## src/rtl/mtr_drv_pkg.sv

```systemverilog
// Shared types, constants and helpers for the dual H-bridge motor driver.
// Holds duty/speed typedefs, saturation limits and speed-to-duty mapping.
package mtr_drv_pkg;

    typedef logic [10:0]        duty_t;
    typedef logic signed [11:0] spd_t;

    localparam spd_t  SPD_MAX  = 12'sd1023;
    localparam spd_t  SPD_MIN  = -12'sd1023;
    localparam duty_t DUTY_MID = 11'h400;
    localparam duty_t CNT_MAX  = 11'h7FF;

    // Symmetric clip keeps -2048 and -1024 from reaching the duty adder.
    function automatic spd_t sat_spd(input spd_t spd);
        if (spd > SPD_MAX)
            return SPD_MAX;
        else if (spd < SPD_MIN)
            return SPD_MIN;
        return spd;
    endfunction

    // Mirrored motor subtracts so forward speed means the same
    // direction of travel on both sides. Clipped input keeps the
    // 12-bit result inside 0x001..0x7FF, so dropping bit 11 is safe.
    function automatic duty_t spd_to_duty(input spd_t spd,
                                          input logic mirror);
        logic [11:0] mag;
        logic [11:0] sum;
        mag = sat_spd(spd);
        if (mirror)
            sum = {1'b0, DUTY_MID} - mag;
        else
            sum = {1'b0, DUTY_MID} + mag;
        return sum[10:0];
    endfunction

endpackage

```

## src/rtl/mtr_drv_pwm11.sv

```systemverilog
// Per-motor complementary PWM cell with dead-time between phases.
// Ports: clk, rst, cnt (shared counter), duty -> pwm1, pwm2 (registered).
module pwm11
    import mtr_drv_pkg::*;
#(
    parameter duty_t NONOVERLAP = 11'h020
) (
    input  logic  clk,
    input  logic  rst,
    input  duty_t cnt,
    input  duty_t duty,
    output logic  pwm1,
    output logic  pwm2
);

    // 12-bit so a late turn-on point past 0x7FF never matches.
    logic [11:0] on_pt;

    assign on_pt = {1'b0, duty} + {1'b0, NONOVERLAP};

    always_ff @(posedge clk) begin
        if (rst) begin
            pwm1 <= 1'b0;
            pwm2 <= 1'b0;
        end else begin
            if (cnt >= duty)
                pwm2 <= 1'b0;
            else if (cnt == NONOVERLAP)
                pwm2 <= 1'b1;

            if (cnt == CNT_MAX)
                pwm1 <= 1'b0;
            else if ({1'b0, cnt} == on_pt)
                pwm1 <= 1'b1;
        end
    end

endmodule

```

## src/rtl/mtr_drv.sv

```systemverilog
// Dual H-bridge driver: maps signed speeds to duties and drives PWM pairs.
// Ports: clk, rst, lft_spd, rght_spd -> lft_pwm1/2, rght_pwm1/2, pwm_sync.
// Build option MTR_DRV_DUTY_SYNC_EN: duty changes apply at period start only.
module mtr_drv
    import mtr_drv_pkg::*;
#(
    parameter duty_t NONOVERLAP = 11'h020
) (
    input  logic clk,
    input  logic rst,
    input  spd_t lft_spd,
    input  spd_t rght_spd,
    output logic lft_pwm1,
    output logic lft_pwm2,
    output logic rght_pwm1,
    output logic rght_pwm2,
    output logic pwm_sync
);

    duty_t cnt;
    duty_t lft_duty;
    duty_t rght_duty;
    duty_t lft_next;
    duty_t rght_next;

    assign lft_next  = spd_to_duty(lft_spd, 1'b0);
    assign rght_next = spd_to_duty(rght_spd, 1'b1);

    always_ff @(posedge clk) begin
        if (rst) begin
            cnt      <= '0;
            pwm_sync <= 1'b0;
        end else begin
            cnt      <= cnt + 11'd1;
            pwm_sync <= (cnt == CNT_MAX);
        end
    end

`ifdef MTR_DRV_DUTY_SYNC_EN
    duty_t lft_shadow;
    duty_t rght_shadow;

    // Active duty only moves on the wrap, so a period never mixes duties.
    always_ff @(posedge clk) begin
        if (rst) begin
            lft_shadow  <= DUTY_MID;
            rght_shadow <= DUTY_MID;
            lft_duty    <= DUTY_MID;
            rght_duty   <= DUTY_MID;
        end else begin
            lft_shadow  <= lft_next;
            rght_shadow <= rght_next;
            if (cnt == CNT_MAX) begin
                lft_duty  <= lft_shadow;
                rght_duty <= rght_shadow;
            end
        end
    end
`else
    always_ff @(posedge clk) begin
        if (rst) begin
            lft_duty  <= DUTY_MID;
            rght_duty <= DUTY_MID;
        end else begin
            lft_duty  <= lft_next;
            rght_duty <= rght_next;
        end
    end
`endif

    pwm11 #(.NONOVERLAP(NONOVERLAP)) u_lft (
        .clk  (clk),
        .rst  (rst),
        .cnt  (cnt),
        .duty (lft_duty),
        .pwm1 (lft_pwm1),
        .pwm2 (lft_pwm2)
    );

    pwm11 #(.NONOVERLAP(NONOVERLAP)) u_rght (
        .clk  (clk),
        .rst  (rst),
        .cnt  (cnt),
        .duty (rght_duty),
        .pwm1 (rght_pwm1),
        .pwm2 (rght_pwm2)
    );

endmodule

```

## config.mk

```make
export PLATFORM = sky130hd
export DESIGN_NAME = mtr_drv
export DESIGN_NICKNAME = d
export VERILOG_FILES = /design/src/rtl/mtr_drv_pkg.sv /design/src/rtl/mtr_drv_pwm11.sv /design/src/rtl/mtr_drv.sv
export SDC_FILE = /design/constraint.sdc
export NUM_CORES = 1
export LEC_CHECK = 0
export ABC_CLOCK_PERIOD_IN_PS = 2500
export BUFFER_PORTS_ARGS = -buffer_cell sky130_fd_sc_hd__buf_2
export CAP_MARGIN = 40
export CORE_MARGIN = 5
export CORE_UTILIZATION = 60
export CTS_BUF_LIST = sky130_fd_sc_hd__clkbuf_4 sky130_fd_sc_hd__clkbuf_8
export CTS_CLUSTER_DIAMETER = 50
export DETAILED_ROUTE_END_ITERATION = 16
export PLACE_DENSITY_LB_ADDON = 0.1
export SYNTH_ARGS = -nofsm -noshare
export SYNTH_HDL_FRONTEND = slang
export SYNTH_SLANG_ARGS = --single-unit
```

## constraint.sdc

```tcl
create_clock -name clk -period 2.5 [get_ports clk]
set_input_delay 0.5 -clock clk [delete_from_list [all_inputs] [get_ports clk]]
set_output_delay 0.5 -clock clk [all_outputs]
set_load 0.02 [all_outputs]
```

==> metrics.yaml, run 1 <==
run_status:
  status: "finished clean"
placed_design:
  dp_cells: 398
  hpwlAfterDp_um: 4070
  routabilityCongestion: 0.907
  placed_cell_area_um2: 2770
  port_buffers: 30
sta:
  setup_tns_ns: 0
  max_slew.worst_pin.slew_ns: 0.665
  fin_crit_ns: 2.01
  final_hold_viol_count: 0
  timing.fmax_ghz: 0.498
  rsz0062_at_grt: "no"
  period_share_pct: 80.4
  max_slew_margin_pct: 55.6
  slew_violations: 0
  setup_viol: 0
  skew_ns: 0.0118
logic_synthesis:
  yosys.cell_types.count: 49
  yosysSeqAreaShare_pct: 29.3
  synth_top_family_by_area: "simple AND/OR/NAND/NOR gates"
  synth.area.mux_share_pct: 0
  synth_top_flop_cell: "dfxtp_1"
  netlist_area_um2: 2600
  synth-compound-area-share_pct: 18.9
  synthSimpleGateAreaFrac_pct: 23.1
  yosys.area.top_type_share_pct: 29.3
  synthArstFlopShare_pct: 0
  synth_edf_count: 0
  synth_area_leaders: "dfxtp_1 29%, ha_1 13%, xnor2_1 5.4%, nand2_1 4.8%, a21oi_1 4.2%"
  syn_nets: 380
  netlist.top_cell.by_area: "dfxtp_1"
  yosysWarningCount: 0
  ys_ff_latch: 38
  syn_avg_cell_area_um2: 7.95
  synth_fa_ha_area_share_pct: 13.4
  synth_xor_area_share_pct: 8.71
  synthCells: 327
worst_setup_path:
  crit_start: "cnt[0]"
  cp_cell_sequence: "inv_1 > ha_1 > and3_1 > nand3_1 > or4_1 > a221oi_2 > o21a_1"
  cpMaxStageDelayCell: "or4_1"
  r2r-start: "cnt[0]"
  cp_max_fo: 4
  crit_end: "u_rght.pwm1"
  worstRegToRegCells: 7
  reg2reg_to: "u_rght.pwm1"
  cp-start-kind: "flop"
  cp.arrival_ns: 2.25
  rrSetupSlack_ns: 0.49
  slowest_delay_ns: 0.53
  worst_ep_required_time_ns: 2.74
  cp-end-kind: "flop"
  crit_type: "flop to flop"
clocking:
  clockRootBuffer: "clkbuf_8"
  cts-resized-gates: 0
  cts_buffers: 5
  cts_tree: "done"
  cts.path.max_buffers: 2
  clkLatencyLatePin_ns: 0.29
  htree_levels: 2
  cts_sinks: 38
  cts_setup_buffers: 0
  path_clk_slew_ns: 0.08
  cts_hold_buf: 0
floorplan:
  placementRows: 24
  die_y_um: 75.8
  chipWidth_um: 75.8
  core_um2: 4260
  fp.dieArea_um2: 5750
  start_util_pct: 61.0
  ioPinCount: 31
routing:
  first_pass_iters: 4
  wire_per_inst_um: 12.9
  vias: 2239
  remaining_drc_errors: 0
  routed_via_density: 5.51
  drt_iter0_drc: 162
  antenna_left: 0
  finalWirelength_um: 5250
power_and_ir_drop:
  vdd_ir_drop_max_v: 0.000238
  leakagePower_uw: 0.00124
  finalPower_uw: 1340
  power.density_nw_per_um2: 467
worst_hold_path:
  min_path_cells: 2
  min_path_type: "primary input to flop"
global_route:
  grt_pass1_vias: 1944
  grt_usage_pct: 19.7
  antenna_found_initial: 0
  grt_pass1_wl_um: 8720
  grt_max_degree: 38
  overflow: 0
finish:
  num-fill-cells: 383
  drive_above_1_share_pct: 13.8
  final_common_cell: "dfxtp_1"
  final_cells: 406
  antenna_cells: 0
  mostFrequentLayoutCells: "38 x dfxtp_1, 33 x nand2_1, 30 x buf_2"
  syn_to_final_growth_pct: 10.0
  finish.utilization_pct: 67.1
  fin_nets: 406
  stdcell_area_um2: 2860
flow_run:
  max_cap_viol_count: 0
cell usage after synthesis, types with 3 or more instances:
| library cell | number |
|---|---|
| a21o_1 | 3 |
| xor2_1 | 8 |
| o21a_1 | 3 |
| buf_2 | 4 |
| ha_1 | 27 |
| o21ai_0 | 18 |
| xnor2_1 | 16 |
| nor2b_1 | 9 |
| inv_1 | 27 |
| nor4_1 | 6 |
| a31oi_1 | 6 |
| a21oi_1 | 22 |
| nand3_1 | 17 |
| nand2b_1 | 4 |
| clkbuf_1 | 7 |
| nor3_1 | 10 |
| nor2_1 | 29 |
| dfxtp_1 | 38 |
| nand2_1 | 33 |
| o2111ai_1 | 3 |
metal layers:
| layer | share of wire (%) | vias to the layer above | global-route usage (%) |
|---|---|---|---|
| met4 | 2.1 | 0 | 8.16 |
| met2 | 42 | 44 | 28.5 |
| met3 | 5.0 | 12 | 3.96 |
| li1 | - | 1200 | - |
| met1 | 51 | 983 | 28.3 |
| met5 | 0 | - | 0 |
power by group:
group | total, uW | internal (uW) | switching, uW
Combinational | 243 | 111 | 132
Sequential | 661 | 635 | 25.7
Clock | 433 | 221 | 211
logic make-up after synthesis:
logic type / count (synthesis)
xor+xnor: 25
compound gates: 75
simple gates: 120
fa+ha+maj: 28
buf+inv: 41
flops: 38
per-stage QoR:
step	hold slack (ns)	setup slack, ns
detailed placement	0.442	0.239
floorplan	0.430	0.382
global route	0.418	0.384
global placement	0.433	0.311
finish	0.415	0.491
CTS	0.407	0.459
worst min path at each step:
stage                           start            to  slack [ns]
final                     lft_spd[11]  lft_duty[10]        0.41
after CTS                 lft_spd[11]  lft_duty[10]        0.41
after global routing      lft_spd[11]  lft_duty[10]        0.42
after global placement     u_lft.pwm1    u_lft.pwm1        0.43
after detailed placement   u_lft.pwm1    u_lft.pwm1        0.44
after floorplan                cnt[0]        cnt[0]        0.43
area by class of cell:
| class | instances | area, um^2 | area share [%] |
|---|---|---|---|
| multi-input combinational | 248 | 1670 | 58.2 |
| sequential | 38 | 761 | 26.6 |
| timing repair buffer | 33 | 173 | 6.04 |
| inverter | 27 | 101 | 3.54 |
| clock buffer | 6 | 82.6 | 2.89 |
| tap | 52 | 65.1 | 2.27 |
| clock inverter | 2 | 12.5 | 0.437 |
registers in the layout (all words and copies together), names as in the netlist:
name / flops
u_rght.pwm2: 1
pwm_sync: 1
rght_duty: 11
u_lft.pwm2: 1
lft_duty: 11
u_lft.pwm1: 1
cnt: 11
u_rght.pwm1: 1
critical path, delay by kind of cell, from the launching register on:
kind | cells | cell delay [ns]
buffers and inverters | 1 | 0.12
and+or+nand+nor | 3 | 0.77
DFF | 1 | 0.39
AOI/OAI and AO/OA | 2 | 0.40
adders and majority gates | 1 | 0.29
No activity file was read; power rests on OpenSTA's default activity.
==> run 2, diff against run 1 <==
Settings changed: ABC_CLOCK_PERIOD_IN_PS 2500 to 1900.
Clock period 2.5 ns to 1.9 ns, I/O delays scaled along.
==> metrics.yaml, run 2 (synthesis gave the netlist of run 1 again) <==
sta:
  setup_viol: 0
  max_slew.worst_pin.slew_ns: 0.478
  skew_ns: 0.00592
  setup_tns_ns: 0
  final_hold_viol_count: 0
  timing.fmax_ghz: 0.544
  fin_crit_ns: 1.84
  rsz0062_at_grt: "yes"
  setup_ws_ns: 0.0615
  slew_violations: 0
  max_slew_margin_pct: 67.8
  period_share_pct: 96.8
  hold-worst-slack_ns: 0.301
worst_setup_path:
  crit_end: "u_rght.pwm1"
  crit_type: "flop to flop"
  crit_buf_inv: 1
  rrSetupSlack_ns: 0.06
  r2r-start: "cnt[0]"
  cp-end-kind: "flop"
  worstRegToRegCells: 7
  slowest_delay_ns: 0.55
  cp-start-kind: "flop"
  cp_max_fo: 2
  reg2reg_to: "u_rght.pwm1"
  crit_cells: 7
  crit_family: "simple AND/OR/NAND/NOR gates"
  cpMaxStageDelayCell: "or4_4"
  crit_start: "cnt[0]"
  worst_ep_required_time_ns: 2.14
  cp.arrival_ns: 2.08
  cp_cell_sequence: "inv_2 > ha_4 > and3_4 > nand3_2 > or4_4 > a221oi_4 > o21a_1"
routing:
  vias: 2393
  routed_via_density: 5.53
  wire_per_inst_um: 13.3
  antenna_left: 0
  drt_iter0_drc: 102
  finalWirelength_um: 5780
  first_pass_iters: 4
  remaining_drc_errors: 0
floorplan:
  start_util_pct: 61.0
  die_y_um: 75.8
  ioPinCount: 31
  chipWidth_um: 75.8
  placementRows: 24
  core_um2: 4260
  fp.dieArea_um2: 5750
power_and_ir_drop:
  finalPower_uw: 1830
  pwr-share-clk_pct: 31.6
  combPwrFrac_pct: 20.7
  switchingPower_uw: 516
  internal_power_uw: 1310
  power.density_nw_per_um2: 582
  seqPwrFrac_pct: 47.6
  leakagePower_uw: 0.00139
  vdd_ir_drop_max_v: 0.000439
  swShare_pct: 28.2
clocking:
  clockRootBuffer: "clkbuf_8"
  cts_hold_buf: 0
  cts.path.max_buffers: 2
  clkLatencyLatePin_ns: 0.29
  cts_buffers: 5
  cts_sinks: 38
  cts_tree: "done"
  path_clk_slew_ns: 0.08
  htree_levels: 2
finish:
  syn_to_final_growth_pct: 20.7
  antenna_cells: 0
  final_common_cell: "dfxtp_1"
  drive_above_1_share_pct: 23.6
  fin_nets: 433
  reg_top3: "cnt: 11 flops, lft_duty: 11 flops, rght_duty: 11 flops"
  mostFrequentLayoutCells: "34 x dfxtp_1, 33 x nand2_1, 30 x buf_2, 30 x buf_4, 29 x nor2_1"
  num-fill-cells: 354
placed_design:
  port_buffers: 30
  preCtsSetupSlack_ns: -0.175
  routabilityCongestion: 0.804
  hpwlAfterDp_um: 4540
global_route:
  antenna_found_initial: 0
  overflow: 0
  grt_pass1_vias: 2169
  grt_pass1_wl_um: 9560
  grt_max_degree: 25
  grt_usage_pct: 21.6
worst_hold_path:
  min_path_type: "primary input to flop"
run_status:
  status: "finished clean"
flow_run:
  max_cap_viol_count: 0
run 2: cell types whose count changed in the layout (fill, tap and decap cells not counted), sizes merged:
| cell | before | now |
|---|---|---|
| buf | 33 | 60 |
run 2: per-stage QoR:
stage	utilization (%)	instance area [um^2]	instances
2_1_floorplan	-	2600	327
3_3_place_gp	69.4	2960	424
3_5_place_dp	69.4	2960	424
4_1_cts	71.7	3060	432
5_1_grt	73.6	3140	433
6_report	73.6	3140	433
run 2: final cells by class:
cell class              count  area, um^2  area share, %
multi-input cells         248        1740           55.3
flip-flops and latches     38         766           24.4
repair buffers             60         375           12.0
inverters                  27         101           3.23
clock buffers               6        82.6           2.63
well taps                  52        65.1           2.07
clock inverters             2        12.5          0.399
run 2: how the worst min path moves through the flow:
| stage | to | cells after the start | slack [ns] | from |
|---|---|---|---|---|
| after floorplan | cnt[0] | 1 | 0.43 | cnt[0] |
| after global placement | u_lft.pwm1 | 2 | 0.43 | u_lft.pwm1 |
| after detailed placement | u_lft.pwm1 | 2 | 0.45 | u_lft.pwm1 |
| after CTS | lft_duty[10] | 2 | 0.30 | lft_spd[11] |
| after global routing | lft_duty[10] | 2 | 0.31 | lft_spd[11] |
| final | lft_duty[10] | 2 | 0.30 | lft_spd[11] |
run 2: metal layers:
metal	vias up	routed length (um)	track usage (%)
met1	1077	2770	28.4
met3	6	276	4.35
met5	-	0	0
met4	0	65	6.41
li1	1251	-	-
met2	59	2660	35.5
run 2: power by group through the flow:
stage	logic (uW)	registers, uW	clock network [uW]
final	379	870	578
after detailed placement	356	885	0
after global routing	430	875	625
after CTS	360	867	589
after global placement	347	883	0
after floorplan	233	878	0
run 2: timing repair:
item | in CTS | in global routing
buffers inserted | 0 | 1
gates cloned | 0 | 0
pin swaps | 0 | 6
endpoints found under the setup margin | 1 | 5
endpoints found under the hold margin | 0 | 0
resized for setup | 1 | 15
